===== src/rtl/muldiv_pkg.sv =====
// muldiv_pkg: shared types and constants for the HI/LO multiply/divide unit.
// Holds the op and FSM state enums, OP_W and the start-to-done latency helper.
package muldiv_pkg;

    localparam int OP_W = 3;

    typedef enum logic [OP_W-1:0] {
        MULT  = 3'd0,
        MULTU = 3'd1,
        DIV   = 3'd2,
        DIVU  = 3'd3,
        MTHI  = 3'd4,
        MTLO  = 3'd5
    } op_e;

    typedef enum logic [1:0] {
        IDLE,
        RUN,
        FIXUP,
        COMMIT
    } state_e;

    // Cycles from the accepting edge to the edge that commits HI/LO.
    function automatic int muldiv_latency(int width, int cycles_per_bit);
        return width * cycles_per_bit + 2;
    endfunction

endpackage


===== src/rtl/muldiv_if.sv =====
// muldiv_if: request/result bundle between the pipeline and muldiv_unit.
// master drives start/op/a/b/flush; slave returns ready/done/stall/hi/lo/div_zero.
interface muldiv_if #(
    parameter int WIDTH = 32
);
    import muldiv_pkg::*;

    logic             start;
    logic [OP_W-1:0]  op;
    logic [WIDTH-1:0] a;
    logic [WIDTH-1:0] b;
    logic             flush;
    logic             ready;
    logic             done;
    logic             stall;
    logic [WIDTH-1:0] hi;
    logic [WIDTH-1:0] lo;
    logic             div_zero;

    modport master (
        output start, op, a, b, flush,
        input  ready, done, stall, hi, lo, div_zero
    );

    modport slave (
        input  start, op, a, b, flush,
        output ready, done, stall, hi, lo, div_zero
    );

endinterface


===== src/rtl/muldiv_core.sv =====
// muldiv_core: shared iterative datapath, one shift-add or restoring
// shift-subtract step per step pulse. Ports: load/step, magnitudes in, acc/quo out.
// The divide step exists only when MULDIV_DIVIDE_EN is defined.
module muldiv_core #(
    parameter int WIDTH = 32
) (
    input  logic             clk,
    input  logic             rst,
    input  logic             load,
    input  logic             step,
`ifdef MULDIV_DIVIDE_EN
    input  logic             is_div,
`endif
    input  logic [WIDTH-1:0] a_mag,
    input  logic [WIDTH-1:0] b_mag,
    output logic [WIDTH-1:0] acc,
    output logic [WIDTH-1:0] quo
);
    logic [WIDTH-1:0] acc_q, acc_d;
    logic [WIDTH-1:0] quo_q, quo_d;
    logic [WIDTH-1:0] m_q, m_d;
    logic [WIDTH-1:0] addend;

`ifdef MULDIV_DIVIDE_EN
    logic [WIDTH:0]   x;
    logic [WIDTH+1:0] sum;

    // One adder: divide inverts the addend and carries in, giving x - m.
    // sum[WIDTH+1] is then the borrow (trial subtract went negative).
    always_comb begin
        x      = is_div ? {acc_q, quo_q[WIDTH-1]} : {1'b0, acc_q};
        addend = (is_div || quo_q[0]) ? m_q : '0;
        sum    = {1'b0, x}
               + ({2'b00, addend} ^ {(WIDTH+2){is_div}})
               + (WIDTH+2)'(is_div);
    end
`else
    logic [WIDTH:0] sum;

    always_comb begin
        addend = quo_q[0] ? m_q : '0;
        sum    = {1'b0, acc_q} + {1'b0, addend};
    end
`endif

    always_comb begin
        acc_d = acc_q;
        quo_d = quo_q;
        m_d   = m_q;
        if (load) begin
            acc_d = '0;
            quo_d = a_mag;
            m_d   = b_mag;
        end else if (step) begin
`ifdef MULDIV_DIVIDE_EN
            if (is_div) begin
                acc_d = sum[WIDTH+1] ? x[WIDTH-1:0] : sum[WIDTH-1:0];
                quo_d = {quo_q[WIDTH-2:0], ~sum[WIDTH+1]};
            end else begin
                acc_d = sum[WIDTH:1];
                quo_d = {sum[0], quo_q[WIDTH-1:1]};
            end
`else
            acc_d = sum[WIDTH:1];
            quo_d = {sum[0], quo_q[WIDTH-1:1]};
`endif
        end
    end

    always_ff @(posedge clk or negedge rst) begin
        if (!rst) begin
            acc_q <= '0;
            quo_q <= '0;
            m_q   <= '0;
        end else begin
            acc_q <= acc_d;
            quo_q <= quo_d;
            m_q   <= m_d;
        end
    end

    assign acc = acc_q;
    assign quo = quo_q;

endmodule


===== src/rtl/muldiv_unit.sv =====
// muldiv_unit: MIPS-style HI/LO multiply/divide unit; FSM, signs, HI/LO regs.
// Ports: clk, rst (async active-low), bus (muldiv_if.slave). Macro MULDIV_DIVIDE_EN enables DIV/DIVU.
module muldiv_unit
    import muldiv_pkg::*;
#(
    parameter int WIDTH          = 32,
    parameter int CYCLES_PER_BIT = 1
) (
    input  logic     clk,
    input  logic     rst,
    muldiv_if.slave  bus
);
    localparam int CW = $clog2(WIDTH);

    state_e           state_q, state_d;
    logic [2:0]       sub_q, sub_d;
    logic [CW-1:0]    cnt_q, cnt_d;
    logic [WIDTH-1:0] hi_q, hi_d, lo_q, lo_d;
    logic [WIDTH-1:0] res_hi_q, res_hi_d, res_lo_q, res_lo_d;
    logic             done_q, done_d, divz_q, divz_d;
    logic             neg_res_q, neg_res_d, neg_rem_q, neg_rem_d;
    logic             is_div_q, is_div_d, dz_q, dz_d;

    op_e              op;
    logic             ready, accept, go_mul, go_div, sgn, dz;
    logic             step, last_step;
    logic [WIDTH-1:0] a_mag, b_mag, core_acc, core_quo;
    logic [2*WIDTH-1:0] prod;

    assign op     = op_e'(bus.op);
    assign accept = ready && bus.start && !bus.flush;
    assign go_mul = accept && (op == MULT || op == MULTU);
`ifdef MULDIV_DIVIDE_EN
    assign go_div = accept && (op == DIV || op == DIVU);
`else
    assign go_div = 1'b0;
`endif
    assign sgn    = (op == MULT) || (op == DIV);
    assign dz     = go_div && (bus.b == '0);
    assign a_mag  = (sgn && bus.a[WIDTH-1]) ? -bus.a : bus.a;
    assign b_mag  = (sgn && bus.b[WIDTH-1]) ? -bus.b : bus.b;

    assign step      = (state_q == RUN) && (sub_q == 3'(CYCLES_PER_BIT - 1));
    assign last_step = step && (cnt_q == CW'(WIDTH - 1));

    muldiv_core #(.WIDTH(WIDTH)) u_core (
        .clk    (clk),
        .rst    (rst),
        .load   (go_mul || (go_div && !dz)),
        .step   (step),
`ifdef MULDIV_DIVIDE_EN
        .is_div (is_div_q),
`endif
        .a_mag  (a_mag),
        .b_mag  (b_mag),
        .acc    (core_acc),
        .quo    (core_quo)
    );

    always_ff @(posedge clk or negedge rst) begin
        if (!rst) state_q <= IDLE;
        else      state_q <= state_d;
    end

    always_comb begin
        state_d = state_q;
        if (bus.flush) begin
            state_d = IDLE;
        end else begin
            unique case (state_q)
                IDLE:   if (dz) state_d = FIXUP;
                        else if (go_mul || go_div) state_d = RUN;
                RUN:    if (last_step) state_d = FIXUP;
                FIXUP:  state_d = COMMIT;
                COMMIT: state_d = IDLE;
                default: state_d = IDLE;
            endcase
        end
    end

    always_comb begin
        ready     = (state_q == IDLE);
        bus.ready = ready;
        bus.stall = !ready;
    end

    always_comb begin
        sub_d = '0;
        cnt_d = cnt_q;
        if (accept) cnt_d = '0;
        if (state_q == RUN && !step) sub_d = sub_q + 3'd1;
        if (step) cnt_d = cnt_q + CW'(1);
    end

    always_comb begin
        hi_d      = hi_q;
        lo_d      = lo_q;
        res_hi_d  = res_hi_q;
        res_lo_d  = res_lo_q;
        done_d    = 1'b0;
        divz_d    = divz_q;
        neg_res_d = neg_res_q;
        neg_rem_d = neg_rem_q;
        is_div_d  = is_div_q;
        dz_d      = dz_q;
        prod      = {core_acc, core_quo};
        if (accept) begin
            divz_d    = 1'b0;
            if (op == MTHI) hi_d = bus.a;
            if (op == MTLO) lo_d = bus.a;
            neg_res_d = sgn && (bus.a[WIDTH-1] ^ bus.b[WIDTH-1]);
            neg_rem_d = sgn && bus.a[WIDTH-1];
            is_div_d  = go_div;
            dz_d      = dz;
            // Preloaded divide-by-zero result; FIXUP leaves it alone.
            res_hi_d  = bus.a;
            res_lo_d  = '1;
        end else if (!bus.flush) begin
            if (state_q == FIXUP && !dz_q) begin
                if (is_div_q) begin
                    res_hi_d = neg_rem_q ? -core_acc : core_acc;
                    res_lo_d = neg_res_q ? -core_quo : core_quo;
                end else begin
                    if (neg_res_q) prod = -prod;
                    res_hi_d = prod[2*WIDTH-1:WIDTH];
                    res_lo_d = prod[WIDTH-1:0];
                end
            end
            if (state_q == COMMIT) begin
                hi_d   = res_hi_q;
                lo_d   = res_lo_q;
                done_d = 1'b1;
                divz_d = dz_q;
            end
        end
    end

    always_ff @(posedge clk or negedge rst) begin
        if (!rst) begin
            sub_q     <= '0;
            cnt_q     <= '0;
            hi_q      <= '0;
            lo_q      <= '0;
            res_hi_q  <= '0;
            res_lo_q  <= '0;
            done_q    <= 1'b0;
            divz_q    <= 1'b0;
            neg_res_q <= 1'b0;
            neg_rem_q <= 1'b0;
            is_div_q  <= 1'b0;
            dz_q      <= 1'b0;
        end else begin
            sub_q     <= sub_d;
            cnt_q     <= cnt_d;
            hi_q      <= hi_d;
            lo_q      <= lo_d;
            res_hi_q  <= res_hi_d;
            res_lo_q  <= res_lo_d;
            done_q    <= done_d;
            divz_q    <= divz_d;
            neg_res_q <= neg_res_d;
            neg_rem_q <= neg_rem_d;
            is_div_q  <= is_div_d;
            dz_q      <= dz_d;
        end
    end

    assign bus.done     = done_q;
    assign bus.hi       = hi_q;
    assign bus.lo       = lo_q;
    assign bus.div_zero = divz_q;

endmodule


===== src/flat_wrapper.sv =====
// flat-port wrapper written by rule: the top's interface ports become plain ports
module muldiv_unit_flat import muldiv_pkg::*;
#(
    parameter int WIDTH          = 32,
    parameter int CYCLES_PER_BIT = 1
)
  (clk, rst, bus_start, bus_op, bus_a, bus_b, bus_flush, bus_ready, bus_done, bus_stall, bus_hi, bus_lo, bus_div_zero);
  muldiv_if #(.WIDTH(WIDTH)) bus_i ();
  input  logic clk;
  input  logic rst;
  input wire logic [$bits(bus_i.start)-1:0] bus_start;
  input wire logic [$bits(bus_i.op)-1:0] bus_op;
  input wire logic [$bits(bus_i.a)-1:0] bus_a;
  input wire logic [$bits(bus_i.b)-1:0] bus_b;
  input wire logic [$bits(bus_i.flush)-1:0] bus_flush;
  output wire logic [$bits(bus_i.ready)-1:0] bus_ready;
  output wire logic [$bits(bus_i.done)-1:0] bus_done;
  output wire logic [$bits(bus_i.stall)-1:0] bus_stall;
  output wire logic [$bits(bus_i.hi)-1:0] bus_hi;
  output wire logic [$bits(bus_i.lo)-1:0] bus_lo;
  output wire logic [$bits(bus_i.div_zero)-1:0] bus_div_zero;
  assign bus_i.start = bus_start;
  assign bus_i.op = bus_op;
  assign bus_i.a = bus_a;
  assign bus_i.b = bus_b;
  assign bus_i.flush = bus_flush;
  assign bus_ready = bus_i.ready;
  assign bus_done = bus_i.done;
  assign bus_stall = bus_i.stall;
  assign bus_hi = bus_i.hi;
  assign bus_lo = bus_i.lo;
  assign bus_div_zero = bus_i.div_zero;
  muldiv_unit #(.WIDTH(WIDTH), .CYCLES_PER_BIT(CYCLES_PER_BIT)) u_core (.clk(clk), .rst(rst), .bus(bus_i));
endmodule

===== config.mk =====
export PLATFORM = sky130hd
export DESIGN_NAME = muldiv_unit_flat
export DESIGN_NICKNAME = d
export VERILOG_FILES = /design/src/rtl/muldiv_pkg.sv /design/src/rtl/muldiv_if.sv /design/src/rtl/muldiv_core.sv /design/src/rtl/muldiv_unit.sv /design/src/flat_wrapper.sv
export SDC_FILE = /design/constraint.sdc
export NUM_CORES = 1
export LEC_CHECK = 0
export ABC_AREA = 1
export ABC_CLOCK_PERIOD_IN_PS = 3400
export CAP_MARGIN = 20
export CORE_ASPECT_RATIO = 0.9
export CORE_MARGIN = 4
export CORE_UTILIZATION = 45
export DETAILED_ROUTE_END_ITERATION = 10
export PLACE_DENSITY = 0.63
export SLEW_MARGIN = 40
export SYNTH_ARGS = -nofsm -noshare
export SYNTH_HDL_FRONTEND = slang
export SYNTH_SLANG_ARGS = --single-unit

===== constraint.sdc =====
create_clock -name clk -period 3.4 [get_ports clk]
set_input_delay 1.02 -clock clk [delete_from_list [all_inputs] [get_ports clk]]
set_output_delay 1.02 -clock clk [all_outputs]
set_load 0.02 [all_outputs]

==> results.yml, run 1 <==
outcome:
  run_status: "complete, no violations"
synthesis:
  synth_enable_flop_cells: 0
  asyncSetResetFlopFracSynth_pct: 100
  netlist_top_cells_count: "sky130_fd_sc_hd__nand2_1 (586), sky130_fd_sc_hd__nor2_1 (326), sky130_fd_sc_hd__inv_1 (301)"
  synth_fp_nets: 2489
  seq_area_frac_synth_pct: 36.6
  synth_top_cells_by_area: "sky130_fd_sc_hd__dfrtp_1 (37%), sky130_fd_sc_hd__nand2_1 (14%), sky130_fd_sc_hd__nor2_1 (7.6%)"
  synth-seq-cells: 236
  synth.cell_area_mm2: 0.0162
  post-synth-top-area-fraction_pct: 36.6
  synth_top_area_cell: "sky130_fd_sc_hd__dfrtp_1"
  postSynth.topFlopCell: "sky130_fd_sc_hd__dfrtp_1"
  synth.most_common_cell: "sky130_fd_sc_hd__nand2_1"
  synthesis.instances: 2373
  synth_area_per_cell_um2: 6.81
  yosysUniqueCellTypes: 54
  synth-warning-count: 0
routing:
  routed_wire_length_um: 59300
  drt_pass1_iterations: 6
  drt-wirelength-per-cell_um: 19.9
  drcViolationCount: 0
  routed_via_density: 5.51
  detailroute.via_count: 16500
  antenna_left: 0
  number_of_drc_violations_after_detailed_routing_iteration_0: 1638
timing:
  worst_slew_pin_slew_ns: 0.732
  finalHoldViolCount: 0
  final.setup_skew_ns: 0.0148
  whs_ns: 0.349
  tns_ns: 0
  final_critical_path_share_of_the_clock_period_pct: 88.9
  slew-limit-headroom_pct: 51.2
  final.min_clock_period_ns: 3.02
  rsz0062_at_grt: "false"
  maxSlewViolCount: 0
  setup-violations-final: 0
  achievable_frequency_ghz: 0.331
grt:
  grt_first_pass_wirelength_um: 91900
  globalRoute.totalOverflow: 0
  number_of_global_route_vias_before_repair: 15600
  grt_start_max_net_pins: 87
  global_route_usage_over_all_layers_pct: 29.7
  initial_antenna_violation_count: 1
clock_tree:
  post_cts.resized_instances: 0
  clk_transition_reported_paths_ns: 0.06
  cts.path.max_buffers: 3
  cts-hold-fix-buffers: 0
  cts_root_buf: "sky130_fd_sc_hd__clkbuf_16"
  numCtsBuffers: 27
  tritoncts: "built"
  post_cts.repair.setup_buffers: 0
  numClockSinks: 236
  clock_tree.htree_level_count: 1
  clk-insertion-delay-late_ns: 0.56
job:
  maxCapViolCount: 0
floorplan:
  row_count: 65
  io_pins: 139
  initial_cell_density_of_the_core_pct: 45.9
  floorplan.core_area_mm2: 0.0352
  floorplan.die_area_mm2: 0.0390
  floorplan.die.height_um: 188
  die-width_um: 208
layout:
  filler_cell_count: 3542
  insertedDiodeCount: 0
  syn_to_final_growth_pct: 17.8
  finish.net_count: 2615
  drive_above_1_share_pct: 5.64
min_path:
  worstHoldPathType: "in2async"
setup_path:
  arrival_ns: 2.00
  worst-setup-path-type: "reg2out"
  worst_setup_path_start_kind: "register"
  endpoint_kind: "output port"
  crit_required_ns: 2.38
  cp_max_fo: 4
placement:
  routabilityCongestion: 0.993
  placement.io_buffers: 137
  hpwlAfterDp_um: 47000
pwr:
  vdd.ir_drop.worst_mv: 0.426
  powerDensity_mw_per_mm2: 917
  power.leakage_nw: 9.47
-- final cells by class --
type	count	area, µm²	share of cell area [%]
clock buffer	37	733	3.85
inverter	309	1160	6.11
tap	469	587	3.08
clock inverter	12	184	0.966
sequential	236	5910	31.0
multi-input combinational	1749	8690	45.7
timing repair buffer	176	1770	9.30
-- worst paths after layout --
check,from,to,slack (ns),depth (start not counted)
worst max-delay path,u_core.state_q[0],bus_stall,0.38,4
worst min-delay path,rst,u_core.bus.lo[0],0.35,1
worst max register to register,u_core.u_core.quo[0],u_core.u_core.acc[28],0.74,12
worst min register to register,u_core.sub_q[0],u_core.sub_q[0],0.46,1
max in group asynchronous,rst,u_core.bus.hi[22],2.16,2
min in group clk,u_core.sub_q[0],u_core.sub_q[0],0.46,1
-- power by group --
group | switching (mW) | internal, mW
registers | 1.25 | 4.12
clock network | 1.22 | 1.82
logic | 5.77 | 3.28
-- worst max-delay path, stage by stage, from the launching register on --
cell and delay (ns):
sky130_fd_sc_hd__dfrtp_1 0.38, sky130_fd_sc_hd__inv_1 0.10, sky130_fd_sc_hd__ha_1 0.26, sky130_fd_sc_hd__inv_1 0.10, sky130_fd_sc_hd__clkdlybuf4s50_1 0.61
-- sequential cells by signal, summed over array words and instances, names as in the netlist --
signal / flops
u_core.bus.hi: 32
u_core.bus.lo: 32
u_core.res_hi_q: 32
u_core.res_lo_q: 32
u_core.u_core.acc: 32
u_core.u_core.m_q: 32
u_core.u_core.quo: 32
u_core.cnt_q: 5
u_core.sub_q: 3
u_core.state_q: 2
u_core.bus.done: 1
u_core.neg_res_q: 1
-- metrics by stage --
stage | setup WS (ns) | area (µm²) | util, % | power (mW) | instances
5_1_grt | 0.286 | 19000 | 54.0 | 18.7 | 2988
3_5_place_dp | 0.220 | 18100 | 51.4 | 14.3 | 2939
6_report | 0.379 | 19000 | 54.0 | 17.5 | 2988
2_1_floorplan | 1.04 | 16200 | - | 10.9 | 2373
4_1_cts | 0.342 | 19000 | 54.0 | 17.4 | 2988
3_3_place_gp | 0.250 | 18100 | 51.4 | 14.2 | 2939
-- placed cells by master (no fill, tap or decap), types with 16 or more instances in the layout --
| cell type | instances |
|---|---|
| sky130_fd_sc_hd__o21ai_1 | 25 |
| sky130_fd_sc_hd__a21oi_1 | 176 |
| sky130_fd_sc_hd__clkdlybuf4s50_1 | 136 |
| sky130_fd_sc_hd__dfrtp_1 | 235 |
| sky130_fd_sc_hd__o221ai_1 | 16 |
| sky130_fd_sc_hd__o21ai_0 | 116 |
| sky130_fd_sc_hd__a211oi_1 | 24 |
| sky130_fd_sc_hd__ha_1 | 44 |
| sky130_fd_sc_hd__a21o_1 | 38 |
| sky130_fd_sc_hd__nand4_1 | 29 |
| sky130_fd_sc_hd__buf_4 | 31 |
| sky130_fd_sc_hd__xor2_1 | 24 |
| sky130_fd_sc_hd__inv_1 | 301 |
| sky130_fd_sc_hd__nand3_1 | 195 |
| sky130_fd_sc_hd__o22ai_1 | 21 |
| sky130_fd_sc_hd__nand2_1 | 586 |
| sky130_fd_sc_hd__clkbuf_16 | 27 |
| sky130_fd_sc_hd__nor2_1 | 326 |
-- kinds of logic after synthesis --
logic type	Yosys count	share of synthesized area [%]
other cells	1	0.0232
compound gates	466	16.9
flops	236	36.6
mux	3	0.209
xor+xnor	31	1.68
fa+ha+maj	45	3.53
buf+inv	388	9.70
simple gates	1203	31.4
-- per-layer routing --
metal	track usage, %	part of all wire (%)	vias to the layer above
met2	47.4	44	686
li1	-	-	7999
met1	43.0	45	7698
met5	0	0.019	-
met4	5.96	2.2	2
met3	4.82	8.1	86
No activity file was read; power rests on OpenSTA's default activity.
==> run 2, diff against run 1 <==
Settings changed: CORE_UTILIZATION 45 to 51, PLACE_DENSITY 0.63 to 0.7, TNS_END_PERCENT set to 50.
==> results.yml, run 2 (synthesis results as in run 1) <==
placement:
  routabilityCongestion: 1.03
  hpwlAfterDp_um: 46200
  placement.io_buffers: 137
  post-place-cells: 2888
timing:
  maxSlewViolCount: 0
  rsz0062_at_grt: "false"
  setup-violations-final: 0
  finalHoldViolCount: 0
  worst_slew_pin_slew_ns: 0.646
  slew-limit-headroom_pct: 56.5
  achievable_frequency_ghz: 0.334
  final.min_clock_period_ns: 2.99
  final_critical_path_share_of_the_clock_period_pct: 88.0
  tns_ns: 0
  final.setup_skew_ns: 0.0170
setup_path:
  crit_required_ns: 2.38
  worst-setup-path-type: "reg2out"
  critical_path.reg2reg.startpoint: "u_core.u_core.quo[0]"
  cp_cell_sequence: "inv_1 -> ha_1 -> clkdlybuf4s50_1"
  worst_setup_path_start_kind: "register"
  timing.reg2reg.setup_slack_ns: 0.73
  depth_of_the_worst_register_to_register_path: 15
  worst_setup_path_startpoint: "u_core.state_q[1]"
  endpoint_kind: "output port"
  cp_max_fo: 4
  critical-path-max-stage-delay_ns: 0.65
  arrival_ns: 1.97
  critPathSlowestCell: "sky130_fd_sc_hd__clkdlybuf4s50_1"
routing:
  routed_via_density: 5.70
  number_of_drc_violations_after_detailed_routing_iteration_0: 1715
  drt-wirelength-per-cell_um: 19.9
  antenna_left: 0
  drt_pass1_iterations: 6
  detailroute.via_count: 16700
  drcViolationCount: 0
  routed_wire_length_um: 58400
grt:
  grt_first_pass_wirelength_um: 91200
  globalRoute.totalOverflow: 0
  global_route_usage_over_all_layers_pct: 33.4
  initial_antenna_violation_count: 2
  number_of_global_route_vias_before_repair: 15900
  grt_start_max_net_pins: 90
min_path:
  worstHoldPathType: "in2async"
pwr:
  power_switching_mw: 8.24
  vdd.ir_drop.worst_mv: 0.569
  power.sequential.fraction_pct: 31.3
  p_clk_share_pct: 15.4
  combPwrFrac_pct: 53.2
  netSwitchingFraction_pct: 47.7
  powerDensity_mw_per_mm2: 914
  intPower_mw: 9.02
  power.leakage_nw: 9.46
layout:
  finish.net_count: 2624
  drive_above_1_share_pct: 5.83
  syn_to_final_growth_pct: 17.0
  layout_common_cells: "sky130_fd_sc_hd__nand2_1 (586), sky130_fd_sc_hd__nor2_1 (326), sky130_fd_sc_hd__inv_1 (301)"
  layout.cells.non_filler: 2931
  insertedDiodeCount: 0
  layout.cells.most_common: "sky130_fd_sc_hd__nand2_1"
floorplan:
  floorplan.core_area_mm2: 0.0311
  floorplan.die.height_um: 177
  initial_cell_density_of_the_core_pct: 52.0
  row_count: 61
  floorplan.die_area_mm2: 0.0346
  io_pins: 139
  die-width_um: 196
job:
  maxCapViolCount: 0
clock_tree:
  clk_transition_reported_paths_ns: 0.06
  post_cts.resized_instances: 0
  cts.path.max_buffers: 3
  cts-hold-fix-buffers: 0
  cts_root_buf: "sky130_fd_sc_hd__clkbuf_16"
  clock_tree.htree_level_count: 1
  numCtsBuffers: 26
  tritoncts: "built"
  post_cts.repair.setup_buffers: 0
  clk-insertion-delay-late_ns: 0.55
  numClockSinks: 236
outcome:
  run_status: "complete, no violations"
-- run 2: changes by cell type in the layout (fill, tap and decap cells not counted), sizes merged --
cell | previous run | this run
bufinv | 4 | 1
buf | 40 | 50
inv | 307 | 306
clkinv | 8 | 9
clkinvlp | 2 | 0
clkbuf | 37 | 35
-- run 2: stage by stage --
step	utilization [%]	instance area, µm²	hold slack [ns]	power, mW	setup WS [ns]
6_report	60.8	18900	0.346	17.3	0.408
5_1_grt	60.8	18900	0.347	18.5	0.343
4_1_cts	60.7	18900	0.470	17.1	0.378
3_5_place_dp	58.2	18100	0.464	14.4	0.120
3_3_place_gp	58.2	18100	0.442	14.2	0.222
2_1_floorplan	-	16200	0.432	10.9	1.04
-- run 2: critical path: cells and delay by family (launching register included) --
kind	cells	cell delay, ns
flip-flops	1	0.40
adder cells (fa/ha/maj)	1	0.25
buffers and inverters	2	0.79
-- run 2: final cells by class --
cell class	count	area [µm²]
flip-flops and latches	236	5910
inverters	309	1160
well taps	409	512
clock buffers	35	714
fillers	2973	12200
clock inverters	7	71.3
multi-input cells	1749	8690
repair buffers	186	1840
-- run 2: power by group through the flow --
| stage | Clock [mW] | Combinational, mW | Sequential [mW] |
|---|---|---|---|
| after CTS | 2.70 | 9.08 | 5.35 |
| after detailed placement | 0 | 9.01 | 5.39 |
| after global routing | 2.83 | 10.1 | 5.54 |
| final | 2.67 | 9.19 | 5.41 |
| after global placement | 0 | 8.88 | 5.34 |
| after floorplan | 0 | 5.55 | 5.34 |
-- run 2: routing by layer --
metal  global-route usage, %  part of all wire [%]  up-vias
li1                        -                     -     8008
met3                    5.29                   8.4      134
met5                       0                 0.036        -
met2                    52.5                    44      740
met4                    11.5                   4.3        4
met1                    47.4                    44     7830
-- run 2: path summary, 6_finish.rpt --
kind / end
min in group clk: u_core.sub_q[0]
min: u_core.bus.lo[19]
max reg2reg: u_core.u_core.acc[23]
max in group asynchronous: u_core.neg_res_q
max: bus_ready
min reg2reg: u_core.sub_q[0]
==> run 3, diff against run 2 <==
Settings changed: CTS_BUF_LIST set to sky130_fd_sc_hd__clkbuf_8.
==> results.yml, run 3 (synthesis results as in run 1) <==
outcome:
  run_status: "complete, no violations"
timing:
  worst_slew_pin_slew_ns: 0.620
  final.setup_skew_ns: 0.0212
  final_critical_path_share_of_the_clock_period_pct: 88.6
  rsz0062_at_grt: "false"
  final.min_clock_period_ns: 3.01
  slew-limit-headroom_pct: 58.3
  whs_ns: 0.318
  tns_ns: 0
  maxSlewViolCount: 0
  setup-violations-final: 0
  finalHoldViolCount: 0
  achievable_frequency_ghz: 0.332
grt:
  initial_antenna_violation_count: 2
  number_of_global_route_vias_before_repair: 16000
  gr-usage-met3_pct: 5.29
  global_route_usage_over_all_layers_pct: 33.5
  met1_capacity_usage_during_global_routing_pct: 47.4
  globalRoute.totalOverflow: 0
  most_crowded_layer_gr: "met2"
  grt_first_pass_wirelength_um: 90900
  met2_track_utilization_from_global_routing_pct: 52.6
  grt_start_max_net_pins: 90
min_path:
  worstHoldPathType: "in2async"
routing:
  routed_wire_length_um: 58400
  drt_pass1_iterations: 6
  routed_via_density: 5.69
  number_of_drc_violations_after_detailed_routing_iteration_0: 1765
  drcViolationCount: 0
  detailroute.via_count: 16800
  antenna_left: 0
  drt-wirelength-per-cell_um: 19.8
clock_tree:
  numClockSinks: 236
  cts_root_buf: "sky130_fd_sc_hd__clkbuf_8"
  cts.path.max_buffers: 3
  numCtsBuffers: 41
  post_cts.repair.setup_buffers: 0
  clk-insertion-delay-late_ns: 0.58
  clock_tree.htree_level_count: 2
  tritoncts: "built"
  cts-hold-fix-buffers: 0
  post_cts.resized_instances: 0
  clk_transition_reported_paths_ns: 0.07
pwr:
  power.leakage_nw: 9.55
  powerDensity_mw_per_mm2: 915
  vdd.ir_drop.worst_mv: 0.487
layout:
  syn_to_final_growth_pct: 17.4
  finish.net_count: 2639
  layout.cells.most_common: "sky130_fd_sc_hd__nand2_1"
  filler_cell_count: 2997
  postLayoutCellArea_mm2: 0.0190
  drive_above_1_share_pct: 6.60
  layout_common_cells: "sky130_fd_sc_hd__nand2_1 (586), sky130_fd_sc_hd__nor2_1 (326), sky130_fd_sc_hd__inv_1 (310)"
  layout.cells.non_filler: 2956
floorplan:
  floorplan.die.height_um: 177
  row_count: 61
  initial_cell_density_of_the_core_pct: 52.0
  die-width_um: 196
  floorplan.die_area_mm2: 0.0346
  floorplan.core_area_mm2: 0.0311
  io_pins: 139
placement:
  placement.io_buffers: 137
  post-place-cells: 2888
  routabilityCongestion: 1.03
  detailed_place.area_mm2: 0.0181
  hpwlAfterDp_um: 46200
setup_path:
  endpoint_kind: "output port"
  worst_setup_path_start_kind: "register"
  arrival_ns: 1.99
  worst-setup-path-type: "reg2out"
  cp_max_fo: 4
  crit_required_ns: 2.38
job:
  maxCapViolCount: 0
-- run 3: changes by cell type in the layout (fill, tap and decap cells not counted), moves of 2 or more --
cell,before,now
sky130_fd_sc_hd__inv_1,301,310
sky130_fd_sc_hd__clkbuf_1,6,0
sky130_fd_sc_hd__clkinv_2,7,3
sky130_fd_sc_hd__bufinv_16,1,3
sky130_fd_sc_hd__clkbuf_16,26,0
sky130_fd_sc_hd__clkbuf_8,3,51
-- run 3: worst paths after layout --
path | startpoint | to | slack [ns] | cells past startpoint
setup / recovery | u_core.state_q[1] | bus_ready | 0.39 | 3
hold / removal | rst | u_core.res_lo_q[29] | 0.32 | 1
setup reg to reg | u_core.u_core.quo[0] | u_core.u_core.acc[23] | 0.74 | 15
min in group clk | u_core.sub_q[0] | u_core.sub_q[0] | 0.47 | 1
max in group asynchronous | rst | u_core.neg_res_q | 2.26 | 3
hold reg to reg | u_core.sub_q[0] | u_core.sub_q[0] | 0.47 | 1
-- run 3: power by group --
part | leakage (nW) | internal [mW] | switching [mW]
clock | 0.472 | 1.57 | 1.19
sequential | 2.87 | 4.13 | 1.29
combinational | 6.20 | 3.36 | 5.80
-- run 3: critical path, stage by stage, from the launching register on --
cell                              delay (ns)
sky130_fd_sc_hd__dfrtp_1                0.39
sky130_fd_sc_hd__inv_1                  0.14
sky130_fd_sc_hd__ha_1                   0.25
sky130_fd_sc_hd__clkdlybuf4s50_1        0.65
-- run 3: final cells by class --
cell class | instances | area, µm² | share of cell area (%)
antenna | 1 | 2.50 | 0.0132
sequential | 236 | 5910 | 31.1
inverter | 309 | 1160 | 6.13
multi-input combinational | 1749 | 8690 | 45.8
clock inverter | 15 | 149 | 0.785
tap | 409 | 512 | 2.70
timing repair buffer | 186 | 1840 | 9.70
clock buffer | 51 | 702 | 3.70
-- run 3: per-stage QoR --
stage	util, %	setup WS [ns]	power, mW
5_1_grt	61.0	0.330	18.5
2_1_floorplan	-	1.04	10.9
3_3_place_gp	58.2	0.222	14.2
4_1_cts	60.9	0.360	17.2
6_report	61.0	0.386	17.3
3_5_place_dp	58.2	0.120	14.4
-- run 3: per-layer routing --
metal / routed length [µm] / vias to the layer above
met5: 22 / -
li1: - / 8047
met3: 4970 / 119
met4: 2180 / 4
met2: 25800 / 759
met1: 25500 / 7903
